### src/rtl/serv_rf_dbg_arb_if.sv
// rtl/serv_rf_dbg_arb_if.sv - core, register-file and debug signal bundle for serv_rf_dbg_arb
interface serv_rf_dbg_arb_if #(
   parameter int DBG_ADDR_W = 6
);
   logic [5:0]            i_core_rreg1;
   logic [5:0]            i_core_wreg0;
   logic                  i_core_wen0;
   logic                  i_core_wdata0;
   logic                  i_core_rreq;
   logic                  o_core_ready;
   logic                  o_core_rdata1;

   logic [5:0]            o_rf_rreg1;
   logic [5:0]            o_rf_wreg0;
   logic                  o_rf_wen0;
   logic                  o_rf_wdata0;
   logic                  o_rf_rreq;
   logic                  i_rf_ready;
   logic                  i_rf_rdata1;

   logic                  i_dbg_req;
   logic                  i_dbg_we;
   logic [DBG_ADDR_W-1:0] i_dbg_addr;
   logic [31:0]           i_dbg_wdata;
   logic                  o_dbg_ack;
   logic                  o_dbg_err;
   logic [31:0]           o_dbg_rdata;

   modport slave (
      input  i_core_rreg1, i_core_wreg0, i_core_wen0, i_core_wdata0, i_core_rreq,
      output o_core_ready, o_core_rdata1,
      output o_rf_rreg1, o_rf_wreg0, o_rf_wen0, o_rf_wdata0, o_rf_rreq,
      input  i_rf_ready, i_rf_rdata1,
      input  i_dbg_req, i_dbg_we, i_dbg_addr, i_dbg_wdata,
      output o_dbg_ack, o_dbg_err, o_dbg_rdata
   );

   modport master (
      output i_core_rreg1, i_core_wreg0, i_core_wen0, i_core_wdata0, i_core_rreq,
      input  o_core_ready, o_core_rdata1,
      input  o_rf_rreg1, o_rf_wreg0, o_rf_wen0, o_rf_wdata0, o_rf_rreq,
      output i_rf_ready, i_rf_rdata1,
      output i_dbg_req, i_dbg_we, i_dbg_addr, i_dbg_wdata,
      input  o_dbg_ack, o_dbg_err, o_dbg_rdata
   );
endinterface

### src/rtl/serv_rf_dbg_arb.sv
// rtl/serv_rf_dbg_arb.sv - arbitrates the serial register file between the core and a halted-mode debug port
module serv_rf_dbg_arb #(
   parameter int DBG_ADDR_W = 6
) (
   input  logic                  i_clk,
   input  logic                  i_rst_n,
   input  logic                  i_halted,
   serv_rf_dbg_arb_if.slave      bus
);
   typedef enum logic [2:0] {
      S_IDLE, S_RREQ, S_RWAIT, S_RSHIFT, S_WSHIFT, S_ACK
   } state_t;

   state_t      state_q, state_d;
   logic [4:0]  cnt_q, cnt_d;
   logic [31:0] shift_q, shift_d;
   logic [4:0]  addr_q, addr_d;
   logic        we_q, we_d;
   logic        err_q, err_d;
   logic        pend_q, pend_d;
   logic [31:0] rdata_q, rdata_d;
   logic        accept;
   logic        owned;

   // A pending core read counts as a core request, so it also keeps debug out.
   assign accept = (state_q == S_IDLE) & bus.i_dbg_req & i_halted & ~bus.i_core_rreq
                 & ~bus.i_core_wen0 & ~pend_q;
   assign owned  = (state_q != S_IDLE);

   always_ff @(posedge i_clk or negedge i_rst_n) begin
      if (!i_rst_n) begin
         state_q <= S_IDLE;
         cnt_q   <= 5'd0;
         shift_q <= 32'd0;
         addr_q  <= 5'd0;
         we_q    <= 1'b0;
         err_q   <= 1'b0;
         pend_q  <= 1'b0;
         rdata_q <= 32'd0;
      end else begin
         state_q <= state_d;
         cnt_q   <= cnt_d;
         shift_q <= shift_d;
         addr_q  <= addr_d;
         we_q    <= we_d;
         err_q   <= err_d;
         pend_q  <= pend_d;
         rdata_q <= rdata_d;
      end
   end

   always_comb begin
      state_d = state_q;
      cnt_d   = cnt_q;
      shift_d = shift_q;
      addr_d  = addr_q;
      we_d    = we_q;
      err_d   = err_q;
      pend_d  = pend_q | bus.i_core_rreq;
      rdata_d = rdata_q;
      case (state_q)
         S_IDLE: begin
            pend_d = 1'b0;
            if (accept) begin
               addr_d  = bus.i_dbg_addr[4:0];
               we_d    = bus.i_dbg_we;
               shift_d = bus.i_dbg_wdata;
               cnt_d   = 5'd0;
               err_d   = |bus.i_dbg_addr[DBG_ADDR_W-1:5];
               if (err_d || (bus.i_dbg_we && bus.i_dbg_addr[4:0] == 5'd0))
                  state_d = S_ACK;
               else if (bus.i_dbg_we)
                  state_d = S_WSHIFT;
               else
                  state_d = S_RREQ;
            end
         end
         S_RREQ, S_RWAIT: begin
            cnt_d   = 5'd0;
            state_d = bus.i_rf_ready ? S_RSHIFT : S_RWAIT;
         end
         S_RSHIFT: begin
            shift_d = {bus.i_rf_rdata1, shift_q[31:1]};
            cnt_d   = cnt_q + 5'd1;
            if (cnt_q == 5'd31) begin
               state_d = S_ACK;
               // x0 reads as zero even though the RF access still happens.
               rdata_d = (addr_q == 5'd0) ? 32'd0 : shift_d;
            end
         end
         S_WSHIFT: begin
            shift_d = {1'b0, shift_q[31:1]};
            cnt_d   = cnt_q + 5'd1;
            if (cnt_q == 5'd31)
               state_d = S_ACK;
         end
         S_ACK: begin
            state_d = S_IDLE;
         end
         default: begin
            state_d = S_IDLE;
         end
      endcase
   end

   always_comb begin
      bus.o_core_ready  = bus.i_rf_ready;
      bus.o_core_rdata1 = bus.i_rf_rdata1;
      bus.o_rf_rreg1    = bus.i_core_rreg1;
      bus.o_rf_wreg0    = bus.i_core_wreg0;
      bus.o_rf_wen0     = bus.i_core_wen0;
      bus.o_rf_wdata0   = bus.i_core_wdata0;
      bus.o_rf_rreq     = bus.i_core_rreq | pend_q;
      if (owned) begin
         bus.o_core_ready  = 1'b0;
         bus.o_core_rdata1 = 1'b0;
         bus.o_rf_rreg1    = {1'b0, addr_q};
         bus.o_rf_wreg0    = {1'b0, addr_q};
         bus.o_rf_wen0     = (state_q == S_WSHIFT);
         bus.o_rf_wdata0   = shift_q[0];
         bus.o_rf_rreq     = (state_q == S_RREQ);
      end
      bus.o_dbg_ack   = (state_q == S_ACK);
      bus.o_dbg_err   = (state_q == S_ACK) & err_q;
      bus.o_dbg_rdata = rdata_q;
   end
endmodule
### src/flat_wrapper.sv
// flat-port wrapper written by rule: the top's interface ports become plain ports
module serv_rf_dbg_arb_flat 
#(
   parameter int DBG_ADDR_W = 6
)
  (i_clk, i_rst_n, i_halted, bus_i_core_rreg1, bus_i_core_wreg0, bus_i_core_wen0, bus_i_core_wdata0, bus_i_core_rreq, bus_o_core_ready, bus_o_core_rdata1, bus_o_rf_rreg1, bus_o_rf_wreg0, bus_o_rf_wen0, bus_o_rf_wdata0, bus_o_rf_rreq, bus_i_rf_ready, bus_i_rf_rdata1, bus_i_dbg_req, bus_i_dbg_we, bus_i_dbg_addr, bus_i_dbg_wdata, bus_o_dbg_ack, bus_o_dbg_err, bus_o_dbg_rdata);
  serv_rf_dbg_arb_if #(.DBG_ADDR_W(DBG_ADDR_W)) bus_i ();
  input  logic i_clk;
  input  logic i_rst_n;
  input  logic i_halted;
  input wire logic [$bits(bus_i.i_core_rreg1)-1:0] bus_i_core_rreg1;
  input wire logic [$bits(bus_i.i_core_wreg0)-1:0] bus_i_core_wreg0;
  input wire logic [$bits(bus_i.i_core_wen0)-1:0] bus_i_core_wen0;
  input wire logic [$bits(bus_i.i_core_wdata0)-1:0] bus_i_core_wdata0;
  input wire logic [$bits(bus_i.i_core_rreq)-1:0] bus_i_core_rreq;
  output wire logic [$bits(bus_i.o_core_ready)-1:0] bus_o_core_ready;
  output wire logic [$bits(bus_i.o_core_rdata1)-1:0] bus_o_core_rdata1;
  output wire logic [$bits(bus_i.o_rf_rreg1)-1:0] bus_o_rf_rreg1;
  output wire logic [$bits(bus_i.o_rf_wreg0)-1:0] bus_o_rf_wreg0;
  output wire logic [$bits(bus_i.o_rf_wen0)-1:0] bus_o_rf_wen0;
  output wire logic [$bits(bus_i.o_rf_wdata0)-1:0] bus_o_rf_wdata0;
  output wire logic [$bits(bus_i.o_rf_rreq)-1:0] bus_o_rf_rreq;
  input wire logic [$bits(bus_i.i_rf_ready)-1:0] bus_i_rf_ready;
  input wire logic [$bits(bus_i.i_rf_rdata1)-1:0] bus_i_rf_rdata1;
  input wire logic [$bits(bus_i.i_dbg_req)-1:0] bus_i_dbg_req;
  input wire logic [$bits(bus_i.i_dbg_we)-1:0] bus_i_dbg_we;
  input wire logic [$bits(bus_i.i_dbg_addr)-1:0] bus_i_dbg_addr;
  input wire logic [$bits(bus_i.i_dbg_wdata)-1:0] bus_i_dbg_wdata;
  output wire logic [$bits(bus_i.o_dbg_ack)-1:0] bus_o_dbg_ack;
  output wire logic [$bits(bus_i.o_dbg_err)-1:0] bus_o_dbg_err;
  output wire logic [$bits(bus_i.o_dbg_rdata)-1:0] bus_o_dbg_rdata;
  assign bus_i.i_core_rreg1 = bus_i_core_rreg1;
  assign bus_i.i_core_wreg0 = bus_i_core_wreg0;
  assign bus_i.i_core_wen0 = bus_i_core_wen0;
  assign bus_i.i_core_wdata0 = bus_i_core_wdata0;
  assign bus_i.i_core_rreq = bus_i_core_rreq;
  assign bus_o_core_ready = bus_i.o_core_ready;
  assign bus_o_core_rdata1 = bus_i.o_core_rdata1;
  assign bus_o_rf_rreg1 = bus_i.o_rf_rreg1;
  assign bus_o_rf_wreg0 = bus_i.o_rf_wreg0;
  assign bus_o_rf_wen0 = bus_i.o_rf_wen0;
  assign bus_o_rf_wdata0 = bus_i.o_rf_wdata0;
  assign bus_o_rf_rreq = bus_i.o_rf_rreq;
  assign bus_i.i_rf_ready = bus_i_rf_ready;
  assign bus_i.i_rf_rdata1 = bus_i_rf_rdata1;
  assign bus_i.i_dbg_req = bus_i_dbg_req;
  assign bus_i.i_dbg_we = bus_i_dbg_we;
  assign bus_i.i_dbg_addr = bus_i_dbg_addr;
  assign bus_i.i_dbg_wdata = bus_i_dbg_wdata;
  assign bus_o_dbg_ack = bus_i.o_dbg_ack;
  assign bus_o_dbg_err = bus_i.o_dbg_err;
  assign bus_o_dbg_rdata = bus_i.o_dbg_rdata;
  serv_rf_dbg_arb #(.DBG_ADDR_W(DBG_ADDR_W)) u_core (.i_clk(i_clk), .i_rst_n(i_rst_n), .i_halted(i_halted), .bus(bus_i));
endmodule
### config.mk
export PLATFORM = sky130hd
export DESIGN_NAME = serv_rf_dbg_arb_flat
export DESIGN_NICKNAME = d
export VERILOG_FILES = /design/src/rtl/serv_rf_dbg_arb_if.sv /design/src/rtl/serv_rf_dbg_arb.sv /design/src/flat_wrapper.sv
export SDC_FILE = /design/constraint.sdc
export NUM_CORES = 1
export LEC_CHECK = 0
export BUFFER_PORTS_ARGS = -buffer_cell sky130_fd_sc_hd__buf_2
export CAP_MARGIN = 20
export CORE_MARGIN = 10
export CORE_UTILIZATION = 40
export DETAILED_ROUTE_END_ITERATION = 8
export GPL_TIMING_DRIVEN = 0
export PLACE_DENSITY = 0.74
export SYNTH_ARGS = -nofsm -noshare
export SYNTH_HDL_FRONTEND = slang
export SYNTH_SLANG_ARGS = --single-unit
### constraint.sdc
create_clock -name i_clk -period 1.9 [get_ports i_clk]
set_input_delay 0.38 -clock i_clk [delete_from_list [all_inputs] [get_ports i_clk]]
set_output_delay 0.38 -clock i_clk [all_outputs]
set_load 0.01 [all_outputs]
# After elaboration in Yosys (flattened, before gate mapping)
# Index checks and enable logic that the tools add are counted.
dict set report word_totals {
  register_bits 79
  inputBits 60
  output_inout_bits 51
  wordCells 60
}
dict set report op_classes {
  add_sub_neg 1
  n_eq_ne 8
  n_mux 19
  bitwise_logic 10
  reduce_logical 15
}
# operator n
set ops {}
lappend ops {{32-bit case mux with 3 select lines} 1}
lappend ops {{32-bit 2-to-1 mux} 2}
lappend ops {{5-bit case mux with 3 select lines} 1}
lappend ops {{3-bit 2-to-1 mux} 4}
lappend ops {{6-bit 2-to-1 mux} 2}
lappend ops {{5-bit zero test} 2}
lappend ops {{2-bit AND reduction} 5}
lappend ops {{3-bit case mux with 3 select lines} 1}
lappend ops {{3-bit nonzero test} 3}
lappend ops {{1-bit 2-to-1 mux} 7}
lappend ops {{1-bit AND} 6}
lappend ops {{3-bit by 2-bit equality test with 1-bit output, second input constant} 2}
lappend ops {{3-bit equality test, second input constant} 2}
lappend ops {{5-bit by 1-bit adder with 5-bit output, second input constant} 1}
lappend ops {{5-bit equality test, second input constant} 1}
lappend ops {{5-bit 2-to-1 mux} 1}
lappend ops {{2-bit by 1-bit inequality test with 1-bit output, second input constant} 2}
lappend ops {{2-bit OR reduction} 2}
lappend ops {{3-bit by 1-bit equality test with 1-bit output, second input constant} 1}
lappend ops {{3-bit zero test} 1}
lappend ops {{1-bit inverter} 3}
lappend ops {{1-bit logical AND} 1}
lappend ops {{1-bit logical OR} 1}
lappend ops {{1-bit OR} 1}

# Logic depth before layout (Yosys ltp)
dict set report logic_depth {
  ltp_word 8
  mapped_depth 7
  mapped_depth_nobuf 7
}

# Least setup slack after synthesis
# OpenSTA, ideal clock, no wires.
dict set report synth_timing {
  path_type {input to register}
  from {in bus_i_core_rreq}
  to {reg u_core.shift_q[17]}
  setup_time_ns 0.132
  arrival_time_ns 1.647
  t_required_ns 1.768
  path_slack_ns 0.121
  path_stages 6
  n_path_buf 2
  path_cell_list {or4bb_1 > nor3_4 > buf_6 > buf_12 > mux2i_1 > o21ai_1}
}
dict set report synth_via {
  elab_chain_cells 6
}
# element line
set synth_rtl {}
lappend synth_rtl {{from (decl)} flat_wrapper.sv:15} ;# input wire logic [$bits(bus_i.i_core_rreq)-1:0] bus_i_core_rreq;
lappend synth_rtl {{1-bit inverter} serv_rf_dbg_arb.sv:26} ;# assign accept = (state_q == S_IDLE) & bus.i_dbg_req & i_halted & ~bus.i_core_rreq
lappend synth_rtl {{1-bit AND} serv_rf_dbg_arb.sv:26}
lappend synth_rtl {{1-bit AND (2 in a row)} serv_rf_dbg_arb.sv:27} ;# & ~bus.i_core_wen0 & ~pend_q;
lappend synth_rtl {{2-bit by 1-bit inequality test with 1-bit output (no source line)} -}
lappend synth_rtl {{2-bit AND reduction (no source line)} -}
lappend synth_rtl {{to (signal assigned)} serv_rf_dbg_arb.sv:43} ;# shift_q <= shift_d;
lappend synth_rtl {{to (decl)} serv_rf_dbg_arb.sv:16} ;# logic [31:0] shift_q, shift_d;
# Every way passes these cells.
# A chain may end at the register's enable or synchronous reset.

# Worst setup path in the final report
dict set report layout_timing {
  from {reg u_core.state_q[2]}
  to {out bus_o_rf_rreg1[0]}
}
dict set report layout_via {
  elab_chain_cells 2
}
# element line
set layout_rtl {}
lappend layout_rtl {{from (decl)} serv_rf_dbg_arb.sv:14} ;# state_t state_q, state_d;
lappend layout_rtl {{from (signal assigned)} serv_rf_dbg_arb.sv:41} ;# state_q <= state_d;
lappend layout_rtl {{3-bit nonzero test} serv_rf_dbg_arb.sv:28} ;# assign owned = (state_q != S_IDLE);
lappend layout_rtl {{6-bit 2-to-1 mux} serv_rf_dbg_arb.sv:114} ;# if (owned) begin
lappend layout_rtl {{to (decl)} flat_wrapper.sv:18} ;# output wire logic [$bits(bus_i.o_rf_rreg1)-1:0] bus_o_rf_rreg1;
# Every way passes these cells.

==> flow_summary_export.csv <==
group,metric,value,unit
worst_setup_path,crit_arrival,1.54,ns
synth,syn_inst,339,
routing,drt-initial-drc-count,143,
final_layout,final_cells,585,
grt,grt_overflow,0,
final_layout,layout_common_cells,"113 x buf_2, 76 x dfrtp_1, 56 x nand2_1, 36 x a22o_1, 32 x o21ai_1",
worst_setup_path,timing.rr.end,"u_core.err_q$_DFFE_PN0P_",
clock_tree,clkLatencyLatePin,0.35,ns
pwr,p_leak,2.44,nW
min_path,holdPathEnd,"u_core.bus.o_dbg_rdata[31]$_DFFE_PN0P_",
synth,yosysTopAreaCell,"dfrtp_1",
synth,yosys_warnings,0,
timing,period_share,101,%
worst_setup_path,timing.rr.start,"u_core.pend_q$_DFF_PN0_",
status,violations,"setup timing",
floorplan,die_w,115,µm
pwr,switching_share,36.6,%
clock_tree,cts-root-buf,"clkbuf_8",
timing,fmax,520,MHz
floorplan,row_count,34,
worst_setup_path,crit_cells,6,
routing,num_vias,3097,
timing,worst_pin_slew,0.470,ns
min_path,min_from,"bus_i_rf_rdata1",
final_layout,drive_gt1_share,38.2,%
worst_setup_path,path_buf_inv,3,
timing,setup_viol_count_final,11,
synth,netlist_area,0.00364,mm²
pwr,design_power_total,0.00594,W
grt,grt_use_met2,24.6,%
grt,grt-busiest-layer,"met2",
final_layout,layout.area.seq,0.00198,mm²
worst_setup_path,cp-start-kind,"flip-flop",
grt,grt_max_degree,44,
clock_tree,ctsLongestPathBuffers,2,
worst_setup_path,cpMostUsedCell,"nand2_1",
clock_tree,cts_buffers,9,
routing,wl_per_cell,17.5,µm
status,status,"finished with violations",
floorplan,die_h,115,µm
synth,ys.flop_type,"dfrtp_1",
pwr,power_frac_seq,40.3,%
min_path,hold_path_depth,2,
worst_setup_path,crit_family,"buffers and inverters",
synth,synth_edf_count,0,
pwr,internal-power,0.00377,W
final_layout,fin_nets,533,
final_layout,fillers,779,
floorplan,start_util,41.3,%
floorplan,die_area,0.0133,mm²
worst_setup_path,critPathMaxFanout,10,
synth,yosys_register_bits,79,
pwr,peakVddDrop,0.445,mV
placed_design,io_buffers,110,
grt,antenna_found_initial,0,
timing,rsz0062_at_grt,"true",
synth,synth_area_leaders,"dfrtp_1 54%, a22o_1 8.7%, mux2i_1 8.5%, nand2_1 6.4%, o21ai_1 4.3%",
worst_setup_path,ff2ff_path_depth,5,
final_layout,final_common_cell,"buf_2",
grt,met3_usage,3.49,%
worst_setup_path,required,1.52,ns
timing,fin_crit,1.92,ns
final_layout,fin_util,54.7,%
worst_setup_path,slowest_delay,0.43,ns
placed_design,place_ws,-0.446,ns
grt,grt_use_total,15.3,%
routing,drcViolationCount,0,
worst_setup_path,critical_path.cell_chain,"buf_6 > nor3_4 > clkbuf_8 > nand2_1 > nand2_1 > buf_2",
synth,synth_fp_nets,401,
synth,yosys.area.top_type_share,54.4,%
worst_setup_path,critPathCaptureType,"output pin",
pwr,pwr-share-clk,22.2,%
worst_setup_path,path_class,"flip-flop to output pin",
floorplan,io_pins,111,
timing,tns,-0.106,ns
routing,antenna_left,0,
synth,avgSynthCellArea,10.7,µm²
routing,routed_wl,10200,µm
clock_tree,clk_pin_slew,0.08,ns
pwr,power_switching,0.00218,W
grt,grt_pass1_vias,3137,
min_path,hp-class,"input port to flip-flop",
placed_design,placed_cells,558,
final_layout,multi_input_area,0.00158,mm²
synth,yosysUniqueCellTypes,36,
routing,routed_via_density,5.29,
synth,synth-async-reset-ratio,100,%
grt,use_met1,18.6,%
clock_tree,cts_tree,"done",
worst_setup_path,r2r_slack,0,ns
floorplan,core_area,0.00881,mm²
clock_tree,clkSinkCount,79,
timing,maxSlewHeadroom,68.7,%
clock_tree,htree_levels,3,
placed_design,gp_congestion,0.797,
final_layout,synthToLayoutAreaGrowth,32.6,%
timing,hold_viol,0,
timing,worst_clock_skew,0.00756,ns
worst_setup_path,slowest_stage,"dfrtp_2",
pwr,comb_power_share,37.5,%
routing,dr.pass1.iters,4,
pwr,power_density,1230,mW/mm²
timing,slew_viol_final,0,
grt,grt_pass1_wl,16100,µm
timing,layout_setup_ws,-0.0213,ns
placed_design,dp_hpwl,7330,µm
job,maxCapViolCount,0,
synth,ys_seq_area_share,54.4,%
## kinds of logic (layout without fill, tap and decap cells)
family          count (synthesis)  in the layout  share of synthesized area (%)
compound gates                 91             91                           17.1
fa+ha+maj                       2              2                          0.688
buf+inv                        30            167                           4.47
flops                          79             79                           54.4
mux                            39             39                           11.0
other cells                     0              1                              0
simple gates                   98             98                           12.3
## sequential cells by signal (all words and copies together) (netlist names)
name,cells
u_core.bus.o_dbg_rdata,32
u_core.addr_q,5
u_core.err_q,1
u_core.shift_q,32
u_core.pend_q,1
u_core.state_q,3
u_core.cnt_q,5
## how the worst max path moves through the flow
stage                                             start                                endpoint  slack, ns
after floorplan                         bus_i_core_rreq          u_core.shift_q[17]$_DFFE_PN0P_       0.12
after global placement      u_core.cnt_q[0]$_DFFE_PN0P_  u_core.bus.o_dbg_rdata[30]$_DFFE_PN0P_      -0.38
after detailed placement    u_core.cnt_q[0]$_DFFE_PN0P_  u_core.bus.o_dbg_rdata[30]$_DFFE_PN0P_      -0.45
after CTS                 u_core.state_q[1]$_DFFE_PN0P_                       bus_o_rf_rreg1[0]      -0.05
after global routing            u_core.pend_q$_DFF_PN0_          u_core.shift_q[26]$_DFFE_PN0P_      -0.09
final                     u_core.state_q[2]$_DFFE_PN0P_                       bus_o_rf_rreg1[0]      -0.02
## cell usage after synthesis, types with 3 or more instances
| library cell | count |
|---|---|
| nor3_1 | 5 |
| and2_1 | 4 |
| mux2_2 | 7 |
| a22o_1 | 36 |
| nand2_1 | 62 |
| buf_2 | 5 |
| nor2_1 | 10 |
| o21ai_1 | 31 |
| dfrtp_1 | 79 |
| inv_1 | 6 |
| a21oi_1 | 7 |
| mux2i_1 | 31 |
| o21ai_0 | 8 |
| clkbuf_1 | 15 |
| a222oi_1 | 3 |
| nor2b_1 | 3 |
## what timing repair did
action	in CTS	in global routing
resized for setup	43	23
endpoints found under the hold margin	27	0
pin swaps	3	2
endpoints found under the setup margin	84	89
hold buffers	1	0
gates cloned	0	1
setup buffers	8	1
## per-layer routing
layer / share of wire, % / vias to the layer above
met1: 42 / 1523
met2: 50 / 84
met5: 0 / -
met4: 3.2 / 0
li1: - / 1465
met3: 5.5 / 25
## power groups by stage
stage	Combinational (W)	Sequential [W]	Clock, W
after floorplan	0.00130	0.00231	0
after global placement	0.00181	0.00238	0
after detailed placement	0.00187	0.00241	0
after CTS	0.00216	0.00238	0.00135
after global routing	0.00246	0.00245	0.00143
final	0.00223	0.00240	0.00132
## layout make-up
| type | count | share of cell area, % |
|---|---|---|
| plain buffers | 23 | 4.10 |
| clock inverters | 4 | 1.45 |
| diodes | 1 | 0.0519 |
| well taps | 108 | 2.80 |
| repair buffers | 122 | 14.4 |
| multi-input cells | 230 | 32.8 |
| clock buffers | 12 | 2.80 |
| flip-flops and latches | 79 | 41.1 |
| inverters | 6 | 0.467 |
## per-stage QoR
step,hold WS (ns),instance area (µm²)
6_report,0.265,4820
5_1_grt,0.262,4820
4_1_cts,0.246,4750
3_5_place_dp,0.374,4340
3_3_place_gp,0.484,4320
2_1_floorplan,0.0844,3640
No activity file was read; power rests on OpenSTA's default activity.
